--- src/rtl/baud_pkg.sv ---
// Shared baud-rate constants: the rate table and the rounded clock-divisor function
// used by the divisor ROM and by the reset value of the active divisor.
package baud_pkg;

  localparam int BAUD_NUM_RATES = 12;
  localparam logic [3:0] BAUD_DEFAULT_CODE = 4'd0;
  localparam logic [3:0] BAUD_FASTEST_CODE = 4'd11;

  localparam int unsigned BAUD_RATE_TABLE [BAUD_NUM_RATES] = '{
    300, 1200, 2400, 4800, 9600, 19200,
    38400, 57600, 115200, 230400, 460800, 921600
  };

  // Codes outside the table fall back to the default (300 baud) entry.
  function automatic int unsigned baud_div(input int unsigned clk_hz, input logic [3:0] code);
    int unsigned rate;
    if (code < 4'(BAUD_NUM_RATES)) rate = BAUD_RATE_TABLE[code];
    else                           rate = BAUD_RATE_TABLE[BAUD_DEFAULT_CODE];
    return (clk_hz + rate / 2) / rate;
  endfunction

endpackage

--- src/rtl/baud_divisor_rom.sv ---
// Combinational baud code -> clock divisor lookup; every entry is an elaboration-time constant.
module baud_divisor_rom
  import baud_pkg::*;
#(
  parameter int unsigned CLK_HZ = 100_000_000,
  parameter int          CNT_W  = 19
) (
  input  logic [3:0]       code,
  output logic [CNT_W-1:0] k
);

  logic [CNT_W-1:0] k_table [16];

  for (genvar i = 0; i < 16; i++) begin : g_entry
    assign k_table[i] = CNT_W'(baud_div(CLK_HZ, 4'(i)));
  end

  assign k = k_table[code];

endmodule

--- src/rtl/baud_gen.sv ---
// Baud-rate tick generator: a fractional accumulator adds OVERSAMPLE per enabled clock and
// wraps at the divisor, giving evenly spread oversample ticks and an exact bit period.
module baud_gen
  import baud_pkg::*;
#(
  parameter int unsigned CLK_HZ     = 100_000_000,
  parameter int          OVERSAMPLE = 16,
  parameter int          CNT_W      = 19
) (
  input  logic             clk,
  input  logic             reset_n,
  input  logic [3:0]       baud,
  input  logic             enable,
  input  logic             sync_clr,
  output logic             tick,
  output logic             os_tick,
  output logic [CNT_W-1:0] div,
  output logic             bad_sel
);

  localparam int               OS_W      = (OVERSAMPLE > 1) ? $clog2(OVERSAMPLE) : 1;
  localparam logic [OS_W-1:0]  OS_LAST   = OS_W'(OVERSAMPLE - 1);
  localparam logic [CNT_W:0]   OS_STEP   = (CNT_W + 1)'(OVERSAMPLE);
  localparam logic [CNT_W-1:0] OS_INC    = CNT_W'(OVERSAMPLE);
  localparam logic [CNT_W-1:0] DIV_RESET = CNT_W'(baud_div(CLK_HZ, BAUD_DEFAULT_CODE));
  localparam logic [3:0]       BAD_FIRST = 4'(BAUD_NUM_RATES);

  if (OVERSAMPLE < 1 || OVERSAMPLE > int'(baud_div(CLK_HZ, BAUD_FASTEST_CODE))) begin : g_bad_os
    $error("baud_gen: OVERSAMPLE must lie in 1..divisor of the fastest rate");
  end
  if (longint'(baud_div(CLK_HZ, BAUD_DEFAULT_CODE)) >= (longint'(1) << CNT_W)) begin : g_bad_w
    $error("baud_gen: CNT_W too narrow for the slowest-rate divisor");
  end

  logic [3:0]       sel_q;
  logic [CNT_W-1:0] acc;
  logic [OS_W-1:0]  os_idx;
  logic [CNT_W-1:0] k_new;
  logic             reload;
  logic [CNT_W:0]   sum;
  logic             wrap;
  logic [CNT_W-1:0] acc_wrap;
  logic             os_last;

  baud_divisor_rom #(
    .CLK_HZ (CLK_HZ),
    .CNT_W  (CNT_W)
  ) u_rom (
    .code (baud),
    .k    (k_new)
  );

  assign reload   = (baud != sel_q);
  assign sum      = {1'b0, acc} + OS_STEP;
  assign wrap     = (sum >= {1'b0, div});
  // acc + OVERSAMPLE - div is below div, so modulo-2^CNT_W arithmetic is exact here.
  assign acc_wrap = acc + OS_INC - div;
  assign os_last  = (os_idx == OS_LAST);

  always_ff @(posedge clk or negedge reset_n) begin
    if (!reset_n) begin
      sel_q   <= BAUD_DEFAULT_CODE;
      div     <= DIV_RESET;
      acc     <= '0;
      os_idx  <= '0;
      tick    <= 1'b0;
      os_tick <= 1'b0;
      bad_sel <= 1'b0;
    end else if (reload) begin
      sel_q   <= baud;
      div     <= k_new;
      acc     <= '0;
      os_idx  <= '0;
      tick    <= 1'b0;
      os_tick <= 1'b0;
      bad_sel <= (baud >= BAD_FIRST);
    end else if (sync_clr) begin
      acc     <= '0;
      os_idx  <= '0;
      tick    <= 1'b0;
      os_tick <= 1'b0;
    end else if (!enable) begin
      tick    <= 1'b0;
      os_tick <= 1'b0;
    end else if (wrap) begin
      acc     <= acc_wrap;
      os_tick <= 1'b1;
      tick    <= os_last;
      os_idx  <= os_last ? '0 : os_idx + OS_W'(1);
    end else begin
      acc     <= sum[CNT_W-1:0];
      tick    <= 1'b0;
      os_tick <= 1'b0;
    end
  end

endmodule

--- config.mk ---
export PLATFORM = sky130hd
export DESIGN_NAME = baud_gen
export DESIGN_NICKNAME = d
export VERILOG_FILES = /design/src/rtl/baud_pkg.sv /design/src/rtl/baud_divisor_rom.sv /design/src/rtl/baud_gen.sv
export SDC_FILE = /design/constraint.sdc
export NUM_CORES = 1
export LEC_CHECK = 0
export BUFFER_PORTS_ARGS = -buffer_cell sky130_fd_sc_hd__buf_2
export CAP_MARGIN = 20
export CORE_MARGIN = 8
export CORE_UTILIZATION = 45
export DETAILED_ROUTE_END_ITERATION = 6
export HOLD_SLACK_MARGIN = 0.1
export PLACE_DENSITY = 0.66
export SYNTH_ARGS = -nofsm -noshare
export SYNTH_HDL_FRONTEND = slang
export SYNTH_SLANG_ARGS = --single-unit
--- constraint.sdc ---
create_clock -name clk -period 3.4 [get_ports clk]
set_input_delay 0 -clock clk [delete_from_list [all_inputs] [get_ports clk]]
set_output_delay 0 -clock clk [all_outputs]
set_load 0.02 [all_outputs]
==> results of run 1 <==
routing by layer:
metal / vias to the layer above / share of wire, %
li1: 1746 / -
met2: 62 / 48
met1: 1658 / 47
met4: 0 / 0.87
met3: 9 / 4.1
met5: - / 0
logic make-up after synthesis:
| logic type | share of synthesized area (%) |
|---|---|
| mux | 2.481 |
| other cells | 0.09180 |
| fa+ha+maj | 17.83 |
| flops | 29.65 |
| buf+inv | 6.156 |
| simple gates | 16.42 |
| compound gates | 20.31 |
| xor+xnor | 7.075 |
cells in the final DEF (no fill, tap or decap), types with 5 or more instances in the layout:
master	netlist	routed
a21oi_1	33	33
a211oi_1	9	9
nand2_1	48	48
dlygate4sd3_1	0	5
dfrtp_1	40	37
mux2i_1	9	9
nand2b_1	5	5
a31oi_1	6	6
inv_1	34	34
o22ai_1	6	6
ha_1	55	55
xor2_1	13	13
clkbuf_8	0	5
nor2_1	36	35
o21ai_0	28	28
nand3_1	13	13
buf_2	2	28
a221oi_1	5	5
o31ai_1	8	8
or3_1	5	5
nor3_1	6	6
o21a_1	8	8
dfstp_2	8	8
a21o_1	7	7
xnor2_1	20	20
buf_4	1	12
metrics by stage:
step           area (µm²)  utilization (%)
2_1_floorplan        4085                -
5_1_grt              4529            51.68
3_3_place_gp         4329            49.40
3_5_place_dp         4329            49.40
4_1_cts              4494            51.29
6_report             4529            51.68
sequential cells by signal, summed over array words and instances, names as in the netlist:
signal	cells
acc	19
os_tick	1
div	18
tick	1
os_idx	4
sel_q	4
bad_sel	1
what timing repair did:
item                                    CTS  global route
gates resized for setup                   0             5
buffers inserted                          0             1
endpoints found under the setup margin    0            16
hold buffers                              5             0
hold endpoints to repair                 46             0
critical path: stages (launching register included):
cell and delay, ps:
dfrtp_2 420, and3_1 200, and3_2 250, nand2_1 120
nor2_1 230, nand2_1 100, xnor2_1 160, ha_1 340
nand3_1 120, o2111ai_4 280, inv_1 160, or3_1 420
a311oi_1 290
report_power, final:
group | leakage, nW | total, mW | switching [mW] | internal [mW]
Combinational | 1.38 | 0.350 | 0.218 | 0.132
Sequential | 0.617 | 0.626 | 0.0215 | 0.604
Clock | 0.0548 | 0.442 | 0.220 | 0.222
Total | 2.06 | 1.42 | 0.459 | 0.958
cell type report:
class / instances / area [µm²] / area share [%]
multi-input combinational: 368 / 2633 / 58.12
sequential: 48 / 1215 / 26.82
timing repair buffer: 46 / 300.3 / 6.630
tap: 108 / 135.1 / 2.983
inverter: 35 / 131.4 / 2.901
clock buffer: 5 / 68.82 / 1.519
clock inverter: 3 / 46.29 / 1.022
path summary, 6_finish.rpt:
check,start,endpoint,cells after the start
max,acc[9],acc[5],12
min,reset_n,os_tick,2
max reg2reg,acc[9],acc[5],12
min reg2reg,bad_sel,bad_sel,2
max in group asynchronous,reset_n,div[16],3
min in group clk,enable,acc[5],3
==> impl_metrics.tcl, run 1 <==
set metrics [dict create \
    use_met3_pct 2.868 \
    required_ps 3610 \
    nets 569 \
    clkSinkCount 48 \
    grt_usage_pct 15.92 \
    met1_usage_pct 19.65 \
    yosys.area.top_type "dfrtp_1" \
    initialDrtViolationCount 209 \
    cts_tree "built" \
    grt_max_degree 49 \
    layout_min_cycle_time_ps 3184 \
    r2r_slack_ps 220 \
    numCtsBuffers 5 \
    antenna_found_initial 0 \
    viasPerCell 5.669 \
    clk_latency_ps 310 \
    layout_setup_ws_ps 216.4 \
    row_count 34 \
    clockBufferDepth 2 \
    use_met2_pct 27.78 \
    area_growth_syn_to_layout_pct 10.87 \
    ant_nets 0 \
    fin_crit_sh_pct 93.63 \
    ys_warn_count 0 \
    portBuffers 28 \
    fillers 836 \
    ys.flop_type "dfrtp_1" \
    drc 0 \
    hold_violations 0 \
    place_congestion 0.8805 \
    ys_ff_latch 48 \
    grt_pass1_vias 3491 \
    slew_violations 0 \
    async_reset_ff_share_pct 100.0 \
    netlist_top_cells_count "55 x ha_1, 48 x nand2_1, 40 x dfrtp_1" \
    tightest_slew_ps 500.3 \
    cts-root-buf "clkbuf_8" \
    core_area_um2 8763 \
    synth_top_cell_area_share_pct 24.50 \
    pin_count 30 \
    clkTransAtPathRegs_ps 100 \
    slew_headroom_pct 66.65 \
    die_area_um2 12380 \
    ys_seq_area_share_pct 29.65 \
    h-tree-depth 2 \
    max-cap-violations 0 \
    fp.dieW_um 111.3 \
    start_util_pct 46.62 \
    setup.worst_path.class "register to register" \
    total_power_mw 1.417 \
    syn-num-nets 542 \
    ys_top_cells_by_area "dfrtp_1 25%, ha_1 17%, dfstp_2 5.1%" \
    peakVddDrop_mv 0.2238 \
    crit_path_max_fanout 5 \
    setup_tns_ps 0 \
    final_cell_count_no_fill 613 \
    synth_edf_count 0 \
    min_path_type "primary input to async pin" \
    dpl.hpwl_mm 7.631 \
    end_kind "register" \
    syn_avg_cell_area_um2 8.564 \
    setup_viol 0 \
    drive_gt1_share_pct 14.65 \
    first_pass_iters 4 \
    preCtsSetupSlack_ps 139.8 \
    hold_ws_ps 164.0 \
    max_freq_ghz 0.3141 \
    netlist_area_um2 4085 \
    num_vias 3475 \
    fp.dieH_um 111.3 \
    grt_pass1_wl_mm 16.81 \
    status "finished clean" \
    num_antenna_cells 0 \
    placed_cells 598 \
    leakage_nw 2.057 \
    synthesis.instances 477 \
    p_per_area_nw_per_um2 312.9 \
    synth.most_common_cell "ha_1" \
    gr-total-overflow 0 \
    avgRoutedWirePerCell_um 16.31 \
    worst_setup_path_start_kind "register" \
    yosysUniqueCellTypes 55 \
    arrival_ps 3390 \
    grt-busiest-layer "met2" \
    worst_clock_skew_ps 5.251 \
    rsz0062_at_grt "no" \
    drt-total-wl_mm 9.999 \
]
No activity file was read; power rests on OpenSTA's default activity.
==> run 2: changes to the inputs <==
--- a/config.mk
+++ b/config.mk
@@ -11,7 +11,7 @@
 export CORE_UTILIZATION = 45
 export DETAILED_ROUTE_END_ITERATION = 6
 export HOLD_SLACK_MARGIN = 0.1
-export PLACE_DENSITY = 0.66
+export PLACE_DENSITY = 0.69
 export SYNTH_ARGS = -nofsm -noshare
 export SYNTH_HDL_FRONTEND = slang
 export SYNTH_SLANG_ARGS = --single-unit
==> constraint.sdc (replaced) <==
create_clock -name clk -period 2.6 [get_ports clk]
set_input_delay 0 -clock clk [delete_from_list [all_inputs] [get_ports clk]]
set_output_delay 0 -clock clk [all_outputs]
set_load 0.02 [all_outputs]
==> run 2 against run 1 <==
Against the previous run: the flow now finishes with violations (setup timing); sequential power grew 30%; highest routed layer unchanged; fmax grew 4.2%; wire length grew 20%; clock skew grew 5.2 ps; power grew 41%; critical endpoint is now acc[7]; cell count grew 14%; critical path depth grew 2; largest power group unchanged; non-clock buffer count grew 86; clock-buffer cell count is the same.
==> impl_metrics.tcl, run 2 (synthesized netlist as in run 1, its figures left out) <==
set metrics [dict create \
    setup_viol 25 \
    place_congestion 0.8921 \
    clkTransAtPathRegs_ps 100 \
    worst_setup_path_start_kind "register" \
    r2r_cells 14 \
    final_common_cell "buf_4" \
    initialDrtViolationCount 265 \
    drive_gt1_share_pct 36.66 \
    clk_latency_ps 310 \
    required_ps 2790 \
    avgRoutedWirePerCell_um 17.14 \
    drc 0 \
    setup.worst_path.class "register to register" \
    placed_cells 674 \
    viasPerCell 5.681 \
    num_vias 3977 \
    portBuffers 28 \
    clkSinkCount 48 \
    pin_count 30 \
    tightest_slew_ps 804.8 \
    worst_clock_skew_ps 10.47 \
    clockBufferDepth 2 \
    core_area_um2 8763 \
    row_count 34 \
    antenna_found_initial 0 \
    cts-root-buf "clkbuf_8" \
    p_per_area_nw_per_um2 363.4 \
    leakage_nw 2.568 \
    fin_crit_sh_pct 117.5 \
    status "complete, but fails checks" \
    min_to "acc[9]" \
    drt-total-wl_mm 12.00 \
    ant_nets 0 \
    dpl.hpwl_mm 8.427 \
    arrival_ps 3240 \
    die_area_um2 12380 \
    gr-total-overflow 0 \
    grt_usage_pct 18.09 \
    num_antenna_cells 0 \
    min_path_type "primary input to register" \
    crit_path_max_fanout 7 \
    nets 656 \
    grt_pass1_vias 4009 \
    hold_start "enable" \
    peakVddDrop_mv 0.3028 \
    first_pass_iters 5 \
    violations "setup timing" \
    layout_setup_ws_ps -453.8 \
    mostFrequentLayoutCells "91 x buf_4, 49 x ha_1, 42 x nand2_1" \
    max-cap-violations 0 \
    largest_register_ffs 19 \
    regToRegStartpoint "acc[4]" \
    rsz0062_at_grt "yes" \
    max_freq_ghz 0.3275 \
    slew_headroom_pct 46.35 \
    grt_max_degree 39 \
    area_growth_syn_to_layout_pct 35.04 \
    grt_pass1_wl_mm 19.12 \
    hold_violations 0 \
    final_cell_count_no_fill 700 \
    fp.dieH_um 111.3 \
    start_util_pct 46.62 \
    slew_violations 0 \
    total_power_mw 2.005 \
    rr_endpoint "acc[7]" \
    layout_min_cycle_time_ps 3054 \
    largestRegisters "acc (19), div (18)" \
    end_kind "register" \
    numCtsBuffers 5 \
    h-tree-depth 2 \
    regMostFlops "acc" \
    cts_tree "built" \
    fp.dieW_um 111.3 \
    r2r_slack_ps -450 \
    worstHoldPathCells 4 \
]
## run 2: changes by cell type in the layout (fill, tap and decap cells not counted), moves of 5 or more
cell,change
a21oi_1,-5
nand3_1,-6
nand3_2,+6
nand2_1,-6
o21ai_0,-7
ha_1,-6
buf_4,+79
a21oi_2,+5
buf_6,+8
o21ai_1,+5
## run 2: worst max-delay path by stage
stage / startpoint / endpoint / slack (ps) / cells after the start
after floorplan: acc[7] / acc[11] / -270 / 16
after global placement: acc[4] / acc[5] / -420 / 12
after detailed placement: acc[4] / acc[14] / -460 / 13
after CTS: acc[4] / acc[17] / -320 / 13
after global routing: acc[4] / acc[14] / -610 / 15
final: acc[4] / acc[7] / -450 / 14
## run 2: report_power, final
group	internal, mW	leakage [nW]	switching (mW)
clock	0.290	0.0548	0.282
sequential	0.790	0.620	0.0209
combinational	0.275	1.89	0.347
total	1.36	2.57	0.649
## run 2: repair_timing
item / 4_1_cts / 5_1_grt
endpoints found under the setup margin: 25 / 25
pin swaps: 24 / 11
gates cloned: 1 / 0
hold buffers: 5 / 0
endpoints found under the hold margin: 34 / 0
setup buffers: 11 / 2
gates resized for setup: 37 / 30
## run 2: through the flow
step | util, % | setup WS, ps | TNS (ps) | area [µm²] | hold slack, ps
final | 62.95 | -453.8 | -8960 | 5517 | 245.6
after global routing | 62.95 | -608.4 | -12450 | 5517 | 265.5
after CTS | 61.28 | -324.1 | -6138 | 5370 | 172.3
after detailed placement | 56.68 | -463.8 | -9121 | 4967 | 129.3
after global placement | 56.68 | -416.8 | -7805 | 4967 | 119.5
after floorplan | - | -268.5 | -3979 | 4175 | -295.6
## run 2: area by class of cell
type	count	area, µm²
tap	108	135.1
inverter	35	131.4
clock buffer	5	68.82
multi-input combinational	369	2958
timing repair buffer	132	963.4
clock inverter	3	46.29
sequential	48	1214
fill	695	3247
## run 2: critical path, stage by stage (launching register included)
cell,delay [ps]
dfrtp_1,420
ha_2,220
and3_4,220
nand2_4,80
nor2_4,90
xor2_1,160
ha_1,280
a21oi_2,140
nor2b_1,60
o211ai_1,210
buf_4,200
o2111ai_4,240
mux2_4,380
a22oi_2,180
nor2_1,60
## run 2: per-layer routing
| layer | part of all wire, % | vias up | routed length [µm] | track usage (%) |
|---|---|---|---|---|
| met4 | 1.3 | 0 | 150 | 3.822 |
| met3 | 4.6 | 14 | 556 | 2.760 |
| met2 | 51 | 109 | 6085 | 32.44 |
| met1 | 43 | 1934 | 5206 | 22.08 |
| met5 | 0 | - | 0 | 0 |
| li1 | - | 1920 | - | - |
